==> config.mk <==
export PLATFORM = sky130hd
export DESIGN_NAME = muldiv_seq
export DESIGN_NICKNAME = d
export VERILOG_FILES = /design/src/rtl/md_pkg.sv /design/src/rtl/div_step.sv /design/src/rtl/muldiv_seq.sv
export SDC_FILE = /design/constraint.sdc
export NUM_CORES = 2
export LEC_CHECK = 0
export ABC_CLOCK_PERIOD_IN_PS = 8950
export CORE_MARGIN = 1.5
export CORE_UTILIZATION = 59
export DETAILED_ROUTE_END_ITERATION = 10
export GPL_TIMING_DRIVEN = 0
export HOLD_SLACK_MARGIN = 0.02
export PLACE_DENSITY = 0.88
export SYNTH_ARGS = -nofsm -noshare
export SYNTH_HDL_FRONTEND = slang
export SYNTH_SLANG_ARGS = --single-unit
==> constraint.sdc <==
create_clock -name clk -period 8.95 [get_ports clk]
set_input_delay 1.79 -clock clk [delete_from_list [all_inputs] [get_ports clk]]
set_output_delay 1.79 -clock clk [all_outputs]
set_load 0.005 [all_outputs]
==> src/rtl/md_pkg.sv <==
// Shared types and constants for the HI/LO multiply/divide sequencer.
package md_pkg;

  localparam int WIDTH     = 32;
  localparam int DIV_CNT_W = $clog2(WIDTH) + 1;

  typedef enum logic [1:0] {
    IDLE = 2'd0,
    MUL  = 2'd1,
    DIV  = 2'd2,
    FIX  = 2'd3
  } md_state_t;

endpackage

==> src/rtl/div_step.sv <==
// One restoring-division iteration on unsigned magnitudes: shift in the next
// dividend bit, trial-subtract the divisor, keep the difference if non-negative.
module div_step #(
  parameter int WIDTH = 32
) (
  input  logic [WIDTH-1:0] rem_in,
  input  logic [WIDTH-1:0] quo_in,
  input  logic [WIDTH-1:0] divisor,
  output logic [WIDTH-1:0] rem_out,
  output logic [WIDTH-1:0] quo_out
);

  logic [WIDTH:0] shifted;
  logic [WIDTH:0] diff;

  // quo_in holds the unconsumed dividend bits in its top and accumulated
  // quotient bits in its bottom, so one register serves both roles.
  always_comb begin
    shifted = {rem_in, quo_in[WIDTH-1]};
    diff    = shifted - {1'b0, divisor};
    if (!diff[WIDTH]) begin
      rem_out = diff[WIDTH-1:0];
      quo_out = {quo_in[WIDTH-2:0], 1'b1};
    end else begin
      rem_out = shifted[WIDTH-1:0];
      quo_out = {quo_in[WIDTH-2:0], 1'b0};
    end
  end

endmodule

==> src/rtl/muldiv_seq.sv <==
// HI/LO multiply/divide sequencer: fixed-latency signed multiply, WIDTH-cycle
// signed restoring divide with a sign-fixup cycle, and the HI/LO stall logic.
module muldiv_seq #(
  parameter int WIDTH   = 32,
  parameter int MUL_LAT = 2
) (
  input  logic             clk,
  input  logic             reset,
  input  logic             multE,
  input  logic             divE,
  input  logic             flushE,
  input  logic             rdreqD,
  input  logic [WIDTH-1:0] srcaE,
  input  logic [WIDTH-1:0] srcbE,
  output logic [WIDTH-1:0] hi,
  output logic [WIDTH-1:0] lo,
  output logic             busy,
  output logic             stallMD
);

  import md_pkg::*;

  localparam int CNT_MAX = (WIDTH > MUL_LAT) ? WIDTH : MUL_LAT;
  localparam int CNT_W   = $clog2(CNT_MAX) + 1;

  md_state_t          state_q, state_d;
  logic [CNT_W-1:0]   cnt_q, cnt_d;
  logic [WIDTH-1:0]   srca_q, srca_d;
  logic [WIDTH-1:0]   srcb_q, srcb_d;
  logic [WIDTH-1:0]   rem_q, rem_d;
  logic [WIDTH-1:0]   quo_q, quo_d;
  logic [WIDTH-1:0]   dvs_q, dvs_d;
  logic [WIDTH-1:0]   hi_q, hi_d;
  logic [WIDTH-1:0]   lo_q, lo_d;

  logic               start;
  logic [WIDTH-1:0]   step_rem, step_quo;
  logic signed [2*WIDTH-1:0] prod_now;
  logic signed [2*WIDTH-1:0] prod_final;

  assign busy    = (state_q != IDLE);
  assign stallMD = busy & (multE | divE | rdreqD);
  assign start   = (multE | divE) & ~flushE & ~busy;
  assign hi      = hi_q;
  assign lo      = lo_q;

  div_step #(.WIDTH(WIDTH)) u_div_step (
    .rem_in  (rem_q),
    .quo_in  (quo_q),
    .divisor (dvs_q),
    .rem_out (step_rem),
    .quo_out (step_quo)
  );

  assign prod_now = $signed(srca_q) * $signed(srcb_q);

  // Operands are stable for the whole MUL state, so the pipeline just
  // retimes the product; its last stage is valid on the final MUL cycle.
  generate
    if (MUL_LAT > 1) begin : g_pipe
      logic signed [2*WIDTH-1:0] pipe_q [MUL_LAT-1];
      always_ff @(posedge clk) begin
        if (reset) begin
          for (int i = 0; i < MUL_LAT-1; i++) pipe_q[i] <= '0;
        end else begin
          pipe_q[0] <= prod_now;
          for (int i = 1; i < MUL_LAT-1; i++) pipe_q[i] <= pipe_q[i-1];
        end
      end
      assign prod_final = pipe_q[MUL_LAT-2];
    end else begin : g_nopipe
      assign prod_final = prod_now;
    end
  endgenerate

  always_comb begin
    state_d = state_q;
    cnt_d   = cnt_q;
    srca_d  = srca_q;
    srcb_d  = srcb_q;
    rem_d   = rem_q;
    quo_d   = quo_q;
    dvs_d   = dvs_q;
    hi_d    = hi_q;
    lo_d    = lo_q;
    case (state_q)
      IDLE: begin
        if (start) begin
          srca_d = srcaE;
          srcb_d = srcbE;
          cnt_d  = '0;
          if (multE) begin
            state_d = MUL;
          end else begin
            state_d = DIV;
            rem_d   = '0;
            quo_d   = srcaE[WIDTH-1] ? -srcaE : srcaE;
            dvs_d   = srcbE[WIDTH-1] ? -srcbE : srcbE;
          end
        end
      end
      MUL: begin
        if (cnt_q == CNT_W'(MUL_LAT-1)) begin
          state_d      = IDLE;
          cnt_d        = '0;
          {hi_d, lo_d} = prod_final;
        end else begin
          cnt_d = cnt_q + 1'b1;
        end
      end
      DIV: begin
        rem_d = step_rem;
        quo_d = step_quo;
        if (cnt_q == CNT_W'(WIDTH-1)) begin
          state_d = FIX;
          cnt_d   = '0;
        end else begin
          cnt_d = cnt_q + 1'b1;
        end
      end
      FIX: begin
        state_d = IDLE;
        if (srcb_q == '0) begin
          lo_d = '1;
          hi_d = srca_q;
        end else begin
          lo_d = (srca_q[WIDTH-1] ^ srcb_q[WIDTH-1]) ? -quo_q : quo_q;
          hi_d = srca_q[WIDTH-1] ? -rem_q : rem_q;
        end
      end
      default: state_d = IDLE;
    endcase
  end

  always_ff @(posedge clk) begin
    if (reset) begin
      state_q <= IDLE;
      cnt_q   <= '0;
      srca_q  <= '0;
      srcb_q  <= '0;
      rem_q   <= '0;
      quo_q   <= '0;
      dvs_q   <= '0;
      hi_q    <= '0;
      lo_q    <= '0;
    end else begin
      state_q <= state_d;
      cnt_q   <= cnt_d;
      srca_q  <= srca_d;
      srcb_q  <= srcb_d;
      rem_q   <= rem_d;
      quo_q   <= quo_d;
      dvs_q   <= dvs_d;
      hi_q    <= hi_d;
      lo_q    <= lo_d;
    end
  end

endmodule

==> run metrics <==
status finished, violations left; failing checks setup timing; final setup skew 20.7 ps; first-pass GRT wire length 295 mm; gr ovfl total 0; cts bufs inserted 26; total core area 87000 um^2; crit path to g_pipe.pipe_q[0][41]; Critical R2R Capture g_pipe.pipe_q[0][41]; final std cells w/o fill 7249; reg-to-reg slack, setup -70 ps; DIE WIDTH 300 um; Place WS -1980 ps; CP max-delay cell a2111oi_0; pin count of the biggest net entering global routing 24; top cells by count, synth fa_1 (1083), inv_1 (1003), nand2_1 (889); placed cells 7186; most frequent cell after synthesis fa_1; Critical Path AT 9480 ps; Primary FF master, synth dfxtp_1; critical path startpoint category register; post-synthesis cell area 51900 um^2; TritonRoute pass-1 iters 6; Slew @ Worst Pin 1390 ps; largest family of logic cells by synthesized area adder cells; Synth area leaders fa_1 (42%), dfxtp_1 (11%), inv_1 (7.3%), nand2_1 (6.4%), and2_1 (6.3%); Clock Sinks 296; post-synth net total 7277; HPWL after DPL 164 mm; count of final hold-check violations 0; Worst-path clk slew 70 ps; # hold bufs at CTS 0; antenna violations before repair 18; Critical Path RT 9410 ps; Yosys top cell by area fa_1; share of layout cells above drive strength 1 4.93%; total global-route track usage 45.6%; Synth Instances 5897; r2r startpoint srca_q[16]; placer congestion estimate 1.10; max-slew violations 0; clk root buf clkbuf_16; number of synthesized flops with an enable pin 0; class of the most critical setup path reg2reg; post-synthesis cell type count 82; vias in the first global route 45300; Routed WL 202 mm; number of max-cap violations 0; H-Tree Depth 1; FFs w/ async S/R, synth 0%; most frequent CP cell fa_1; Min Clock Period, post-route 9020 ps; design area 56100 um^2; worst setup path startpoint srca_q[16]; CP Cell Sequence clkbuf_4, nand2_1, fa_1, fa_1, fa_1, fa_1, inv_1, fa_1, inv_1, fa_1, inv_1, fa_1, fa_1, ha_1, and3_1, nand3_1, or3_1, a211oi_2, o31ai_2, a2111oi_0, o21a_1, nor3_1, nor3_1; register area share after synthesis 11.4%; syn_area_per_cell 8.81 um^2; hold path startpoint lo[2]; # port buffers 134; FILL cells 7315; setup ws final -73.7 ps; yosys warns 0; Achievable Freq 0.111 GHz; peak supply drop 308 uV; post-route ant nets 0; slowest stage delay, CP 1120 ps; Clock Tree Buf Depth 3; final net count 7442; dpl cell area 54700 um^2; final setup vio count 3; row cnt 108; Critical Path End Type register; worst-skew pair later-pin latency 580 ps; Cell Pwr Density 179 nW/um^2; Vias 45000; die area 89800 um^2; Tcrit/Tclk final 101%; Vert. Die Dim 300 um; post-synthesis register bit count 296; Area growth, synth to finish 8.01%; wire per inst 27.9 um; worst r2r path cells 23; Post-Synth Simple-Gate Area 17.7%; mux share of post-synthesis cell area 0.945%; vias per inst 6.21; initial core utilization 59.7%; DRT iter0 DRCs 5487; post-synthesis xor/xnor area fraction 3.32%; share of the synthesized area in the top cell type 41.8%; Leak 26.3 nW; max-slew headroom at the worst pin 6.44%; compound-cell area share of the yosys netlist 9.52%; final core utilization 64.4%; # DRC 0; Adder-Cell Fraction of Synth Area 47.2%; CP Max Fanout 10; I/O pin count 136; Hold Path Class reg2reg; TritonCTS clock tree done
worst min path at each step:
stage               endpoint  slack [ps]  cells after the start
finish                 lo[2]         450                      2
global route          lo[10]         480                      2
CTS                    lo[2]         450                      2
detailed placement     lo[2]         440                      2
global placement      lo[15]         440                      2
floorplan             lo[29]         450                      2
sequential cells by signal, indices dropped and copies added (netlist names):
name / cells
quo_q: 32
srca_q: 32
dvs_q: 32
lo: 32
rem_q: 32
hi: 32
srcb_q: 32
g_pipe.pipe_q: 64
state_q: 2
cnt_q: 6
through the flow:
| stage | power, mW | TNS (ps) | hold WS (ps) |
|---|---|---|---|
| after global routing | 10.5 | -28.9 | 478 |
| after CTS | 9.68 | 0 | 453 |
| final | 10.0 | -149 | 449 |
| after detailed placement | 8.41 | -27010 | 445 |
| after global placement | 8.27 | -24210 | 439 |
| after floorplan | 5.86 | 0 | 448 |
what timing repair did:
item | in CTS | in global routing
setup endpoints to repair | 26 | 20
pin swaps | 2 | 2
gates cloned | 0 | 0
resized for setup | 139 | 164
endpoints found under the hold margin | 0 | 0
setup buffers | 7 | 11
cells in the final DEF, fill, tap and decap left out, drive strengths merged, types with 55 or more instances in the layout:
cell type / n
a211oi: 84
a21o: 55
a21oi: 250
and2: 523
clkbuf: 345
clkdlybuf4s50: 134
dfxtp: 296
fa: 1083
ha: 227
inv: 1002
nand2: 889
nor2: 236
o21ai: 155
xnor2: 60
xor2: 137
per-layer routing:
metal / vias up / wire length (um) / GRT usage [%]
met5: - / 98 / 0
met4: 14 / 17800 / 30.5
met3: 807 / 28000 / 16.8
met2: 3217 / 83500 / 65.3
met1: 22400 / 73000 / 57.9
li1: 18500 / - / -
logic make-up after synthesis:
kind of cell	Yosys count
adders and majority gates	1310
AOI/OAI and AO/OA	770
DFF	296
xor gates and xnor gates	197
and+or+nand+nor	1917
buffers and inverters	1359
muxes	48
worst max-delay path, delay by kind of cell (launching register included):
family | cells | cell delay [ps]
fa+ha+maj | 9 | 4470
buf+inv | 4 | 610
simple gates | 6 | 1230
flops | 1 | 680
compound gates | 4 | 1880
power by group:
part           leakage [nW]  internal, mW  switching, mW
clock                 0.412         0.649          0.564
combinational          23.5          2.36           4.49
sequential             2.43          1.58          0.371
total                  26.3          4.58           5.43
final cells by class:
type / count / area (um^2) / share of cell area, %
timing repair buffer: 152 / 1490 / 2.65
tap: 1155 / 1450 / 2.58
sequential: 296 / 5960 / 10.6
clock buffer: 33 / 707 / 1.26
antenna: 14 / 35.0 / 0.0625
multi-input combinational: 4242 / 41000 / 73.0
buffer: 340 / 1540 / 2.74
clock inverter: 13 / 164 / 0.292
inverter: 1004 / 3770 / 6.73
Note: power is estimated with default switching activity, not from simulation.
